<file path="config.mk">
export PLATFORM = sky130hd
export DESIGN_NAME = spi_sclk_gen
export DESIGN_NICKNAME = d
export VERILOG_FILES = /design/src/rtl/spi_sclk_gen.sv
export SDC_FILE = /design/constraint.sdc
export NUM_CORES = 1
export LEC_CHECK = 0
export BUFFER_PORTS_ARGS = -buffer_cell sky130_fd_sc_hd__buf_2
export CAP_MARGIN = 25
export CORE_ASPECT_RATIO = 1.4
export CORE_MARGIN = 4
export CORE_UTILIZATION = 55
export CTS_CLUSTER_DIAMETER = 60
export CTS_CLUSTER_SIZE = 24
export DETAILED_ROUTE_END_ITERATION = 8
export GPL_ROUTABILITY_DRIVEN = 0
export PLACE_DENSITY = 0.82
export SYNTH_ARGS = -nofsm -noshare
export SYNTH_HDL_FRONTEND = slang
export SYNTH_SLANG_ARGS = --single-unit
</file>
<file path="constraint.sdc">
create_clock -name clk -period 2.7 [get_ports clk]
set_input_delay 0.405 -clock clk [delete_from_list [all_inputs] [get_ports clk]]
set_output_delay 0.405 -clock clk [all_outputs]
set_load 0.005 [all_outputs]
</file>
<file path="src/rtl/spi_sclk_gen.sv">
// SPI serial-clock generator: programmable half-period, idle polarity and burst length,
// with single-cycle leading/trailing edge strobes in the clk domain.
module spi_sclk_gen #(
  parameter int DIV_W = 16,
  parameter int BIT_W = 6
) (
  input  logic             clk,
  input  logic             rst,
  input  logic             start,
  input  logic             abort,
  input  logic [DIV_W-1:0] div,
  input  logic [BIT_W-1:0] num_bits,
  input  logic             cpol,
  output logic             sclk,
  output logic             lead_pulse,
  output logic             trail_pulse,
  output logic             busy,
  output logic             done
);

  // state | meaning
  // IDLE  | sclk follows cpol, waiting for a start with num_bits != 0
  // RUN   | toggling sclk every div_q+1 cycles until 2*bits_q edges
  typedef enum logic {IDLE, RUN} state_t;

  state_t           state, state_nx;
  logic [DIV_W-1:0] cnt, cnt_nx, div_q, div_q_nx;
  logic [BIT_W-1:0] bits_q, bits_q_nx;
  logic [BIT_W:0]   edges, edges_nx, last_edge;
  logic             cpol_q, cpol_q_nx;
  logic             sclk_nx, lead_nx, trail_nx, busy_nx, done_nx;

  assign last_edge = {bits_q, 1'b0} - (BIT_W+1)'(1);

  always_ff @(posedge clk) begin
    if (rst) begin
      state       <= IDLE;
      cnt         <= '0;
      edges       <= '0;
      div_q       <= '0;
      bits_q      <= '0;
      cpol_q      <= 1'b0;
      sclk        <= 1'b0;
      lead_pulse  <= 1'b0;
      trail_pulse <= 1'b0;
      busy        <= 1'b0;
      done        <= 1'b0;
    end else begin
      state       <= state_nx;
      cnt         <= cnt_nx;
      edges       <= edges_nx;
      div_q       <= div_q_nx;
      bits_q      <= bits_q_nx;
      cpol_q      <= cpol_q_nx;
      sclk        <= sclk_nx;
      lead_pulse  <= lead_nx;
      trail_pulse <= trail_nx;
      busy        <= busy_nx;
      done        <= done_nx;
    end
  end

  always_comb begin
    state_nx  = state;
    cnt_nx    = cnt;
    edges_nx  = edges;
    div_q_nx  = div_q;
    bits_q_nx = bits_q;
    cpol_q_nx = cpol_q;
    sclk_nx   = sclk;
    lead_nx   = 1'b0;
    trail_nx  = 1'b0;
    busy_nx   = busy;
    done_nx   = 1'b0;
    case (state)
      IDLE: begin
        sclk_nx = cpol;
        if (start && (num_bits != '0)) begin
          div_q_nx  = div;
          bits_q_nx = num_bits;
          cpol_q_nx = cpol;
          cnt_nx    = '0;
          edges_nx  = '0;
          busy_nx   = 1'b1;
          state_nx  = RUN;
        end
      end
      RUN: begin
        if (abort) begin
          // abort overrides even a coincident final edge: no strobes, no done
          state_nx = IDLE;
          sclk_nx  = cpol_q;
          busy_nx  = 1'b0;
          cnt_nx   = '0;
          edges_nx = '0;
        end else if (cnt == div_q) begin
          cnt_nx   = '0;
          sclk_nx  = ~sclk;
          edges_nx = edges + (BIT_W+1)'(1);
          if (edges[0]) trail_nx = 1'b1;
          else          lead_nx  = 1'b1;
          if (edges == last_edge) begin
            done_nx  = 1'b1;
            busy_nx  = 1'b0;
            state_nx = IDLE;
          end
        end else begin
          cnt_nx = cnt + DIV_W'(1);
        end
      end
      default: state_nx = IDLE;
    endcase
  end

endmodule

</file>
Yosys cells after proc, flatten, opt, wreduce, memory -nomap -nowiden. Cells that the tools add are included. Widths: inputs -> output; s select.

Register bits: 52. Word-level logic and storage cells: 52. Output and inout port bits: 5. Bits of input ports: 27.

Add/subtract/negate cells: 3. Reductions and logical operators: 6. Multiplexer cells: 24. Bitwise operators: 3. Equal/unequal tests: 5.

Operator list (number): $mux 16 (3); $pmux 16 s2 (1); $mux 7 (3); $add 16x1->16 const B (1); $eq 16x16->1 (1); $pmux 7 s2 (1); $mux 1 (13); $add 7x1->7 const B (1); $eq 7x7->1 (1); $sub 7x1->7 const B (1); $ne 3x2->1 const B (2); $pmux 1 s2 (3); $reduce_bool 6->1 (1); $reduce_and 2->1 (2); $reduce_or 4->1 (1); $not 1->1 (3); $reduce_and 3->1 (1); $ne 2x2->1 const B (1); $logic_and 1x1->1 (1).

Depth between registers and ports, before layout.
Word-level depth: 6. Gate-level depth with buffers: 8. Depth with buffers taken out: 8.

Least setup slack after synthesis. Ideal clock, no wire load.

Path type: input port to flip-flop. Start point: in num_bits[0]. End point: reg cnt[6]. Stages: 8. Arrival: 2064 ps. Setup slack: 572 ps. Cells stage by stage: or4_4 -> o31ai_4 -> nand2_4 -> a21boi_4 -> or2_1 -> buf_6 -> buf_6 -> nor2_1.

Longest elaborated chain between the ends: 3.

Ends and longest elaborated chain: start, declared (line 12) `input logic [BIT_W-1:0] num_bits,`; $reduce_bool 6->1 (line 78) `if (start && (num_bits != '0)) begin`; $logic_and 1x1->1 (line 78); $ne 2x2->1 (no line); end signal, assigned (line 50) `cnt <= cnt_nx;`; end, declared (line 27) `logic [DIV_W-1:0] cnt, cnt_nx, div_q, div_q_nx;`.

Every way passes these cells. A chain may end at the register's enable or synchronous reset.

Worst setup path after layout.
Start point: reg cnt[8]. End point: reg cnt[7].

Longest elaborated chain between the ends: 4.

Ends and longest elaborated chain: $eq 16x16->1 (line 96) `end else if (cnt == div_q) begin`; $mux 16 (line 96); $mux 16 (line 89) `if (abort) begin`; $pmux 16 s2 (line 75) `case (state)`.

Every way passes these cells.

==> impl_metrics.yaml <==
synthesis:
  synth_ff_type: "dfxtp_1"
  netlist_instances: 290
  ys_ff_latch: 52
  synth_area_per_cell_sq_um: 8.361
  synth_area_sq_um: 2425
  synth_area_leaders: "dfxtp_1 43%, nand2_1 10%, xor2_1 9.4%"
  synthDistinctLibCells: 34
  synth_common_cells: "65 x nand2_1, 52 x dfxtp_1, 27 x a21oi_1"
  yosysWarnings: 0
  ys_seq_area_frac: 0.4293
  synth_edf_count: 0
  yosysTopAreaCell: "dfxtp_1"
  synth_top_area_share: 0.4293
  syn-num-nets: 320
  async_flop_share: 0
  yosysMostFrequentCell: "nand2_1"
power:
  max-vdd-ir-drop_mv: 0.4439
  p_leak_nw: 1.195
  powerDensity_nw_per_um2: 622.7
final_layout:
  layout-drive-gt1-share: 0.1460
  finish.utilization: 0.6561
  fin_area_sq_um: 2781
  fin_nets: 351
  syn_to_final_growth_pct: 14.71
  antenna_cells: 0
cts:
  clock-sinks: 52
  cts_tree: "yes"
  htree_num_levels: 2
  cts_resized: 0
  postCtsHoldBufs: 0
  clk_pin_slew_ns: 0.09
  cts_root_buffer: "clkbuf_8"
  clk_latency_ns: 0.31
  numCtsBuffers: 5
  cts_buffer_depth: 2
  postCtsSetupBuffers: 0
routing:
  vias_per_cell: 5.249
  num_vias: 2005
  dr.pass1.iters: 4
  drc: 0
  drt-initial-drc-count: 57
  ant_nets: 0
  finalWirelength_um: 5051
  wl_per_cell_um: 13.22
placement:
  placed_area_sq_um: 2623
  port_buffers: 31
  detailed_place_hpwl_um: 3725
setup_path:
  path_delay_family: "simple AND/OR/NAND/NOR gates"
  path_buf_inv: 0
  worstPathCellList: "xor2_1, nor4_1, nand4_1, a21boi_4, or2_1, nor2_1"
  arrival_ns: 2.46
  crit_path_end_kind: "flop"
  critPathRequiredTime_ns: 2.88
  cp-start-kind: "flop"
  slowest_stage: "or2_1"
  critPathMaxFanout: 16
  critical_path_class: "flop to flop"
  slowest_delay_ns: 0.47
grt:
  grt.total_usage: 0.2065
  grt_max_degree: 32
  grt_pass1_vias: 2094
  antenna_found_initial: 0
  grt_pass1_wl_um: 9011
  grt_overflow_total: 0
sta:
  worst_pin_slew_ns: 0.8985
  setup_tns_ns: 0
  post-route-period-util: 0.8455
  drv_slew: 0
  skew_ns: 0.008039
  max_freq_mhz: 438.0
  finalHoldViolCount: 0
  max_slew_margin: 0.3974
  setup_viol: 0
  period_needed_ns: 2.283
  rsz0062_at_grt: "no"
run_status:
  status: "finished clean"
min_path:
  hp-class: "input pin to flop"
die:
  die_w_um: 64.12
  core-area_sq_um: 4239
  rows: 28
  initial_core_util: 0.5720
  die_area_sq_um: 5550
  die_y_um: 86.57
  pin_count: 32
job:
  drv_cap: 0
[flip-flops by register name (all words and copies together) (netlist names)]
| register | count |
|---|---|
| sclk | 1 |
| div_q | 16 |
| state | 1 |
| cpol_q | 1 |
| busy | 1 |
| edges | 7 |
| cnt | 16 |
| lead_pulse | 1 |
| done | 1 |
| bits_q | 6 |
| trail_pulse | 1 |
[cell families after synthesis]
kind of cell / synth area share
AND/OR/NAND/NOR: 0.2539
flip-flops: 0.4293
AO/OA/AOI/OAI: 0.1063
XOR/XNOR: 0.1300
buffers and inverters: 0.03199
multiplexers: 0.03303
adder cells (fa/ha/maj): 0.01548
[area by class of cell]
cell class / instances / area [sq um]
multi-input cells: 222 / 1306
fillers: 379 / 1458
inverters: 6 / 22.52
flip-flops and latches: 52 / 1041
clock inverters: 3 / 90.09
repair buffers: 34 / 177.7
clock buffers: 5 / 68.82
well taps: 60 / 75.07
[worst reg2reg max path: cells and delay by family, from the launching register on]
family / cells / cell delay [ns]
simple gates: 4 / 1.27
flops: 1 / 0.36
compound gates: 1 / 0.35
xor+xnor: 1 / 0.17
[cell usage in the layout (no fill, tap or decap), drive strengths merged]
master,n
nand2b,9
a21oi,28
a211oi,2
bufinv,3
o21ai,3
ha,3
or3,3
nor2,23
nor3,2
nand3,11
o31ai,1
or4,1
or2,1
and3,5
and2,1
o2111ai,1
xnor2,10
a31oi,2
clkbuf,5
nand2,66
nand3b,1
xor2,26
a21boi,2
mux2i,8
inv,6
nand4,5
buf,34
o211ai,2
and4,1
nor4,5
dfxtp,52
[through the flow]
step	cells	setup slack (ns)	power, W	hold WS [ns]
2_1_floorplan	290	0.5717	0.0009766	0.4366
3_3_place_gp	374	0.3436	0.001026	0.4497
3_5_place_dp	374	0.3235	0.001031	0.4502
4_1_cts	382	0.4468	0.001742	0.3169
5_1_grt	382	0.2464	0.001802	0.3276
6_report	382	0.4171	0.001732	0.3227
[per-layer routing]
layer	vias up	track usage	share of wire
li1	1032	-	-
met1	928	0.2110	0.38
met2	34	0.3923	0.56
met3	11	0.03891	0.032
met4	0	0.1058	0.028
met5	-	0	0
[where the power goes]
| group | switching (W) | leakage [nW] | internal (W) | total, W |
|---|---|---|---|---|
| sequential | 0.0000261 | 0.423 | 0.000797 | 0.000823 |
| combinational | 0.000108 | 0.693 | 0.0000825 | 0.000190 |
| clock | 0.000255 | 0.0784 | 0.000463 | 0.000718 |
[final timing paths]
path | cells after the start | slack (ns) | start | end
min reg2reg | 2 | 0.46 | busy$_SDFFE_PP0P_ | busy$_SDFFE_PP0P_
min | 3 | 0.32 | div[14] | div_q[14]$_SDFFE_PP0P_
max | 6 | 0.42 | cnt[8]$_SDFFE_PP0N_ | cnt[7]$_SDFFE_PP0N_
max reg2reg | 6 | 0.42 | cnt[8]$_SDFFE_PP0N_ | cnt[7]$_SDFFE_PP0N_
Power figures use the tool's default switching activity.
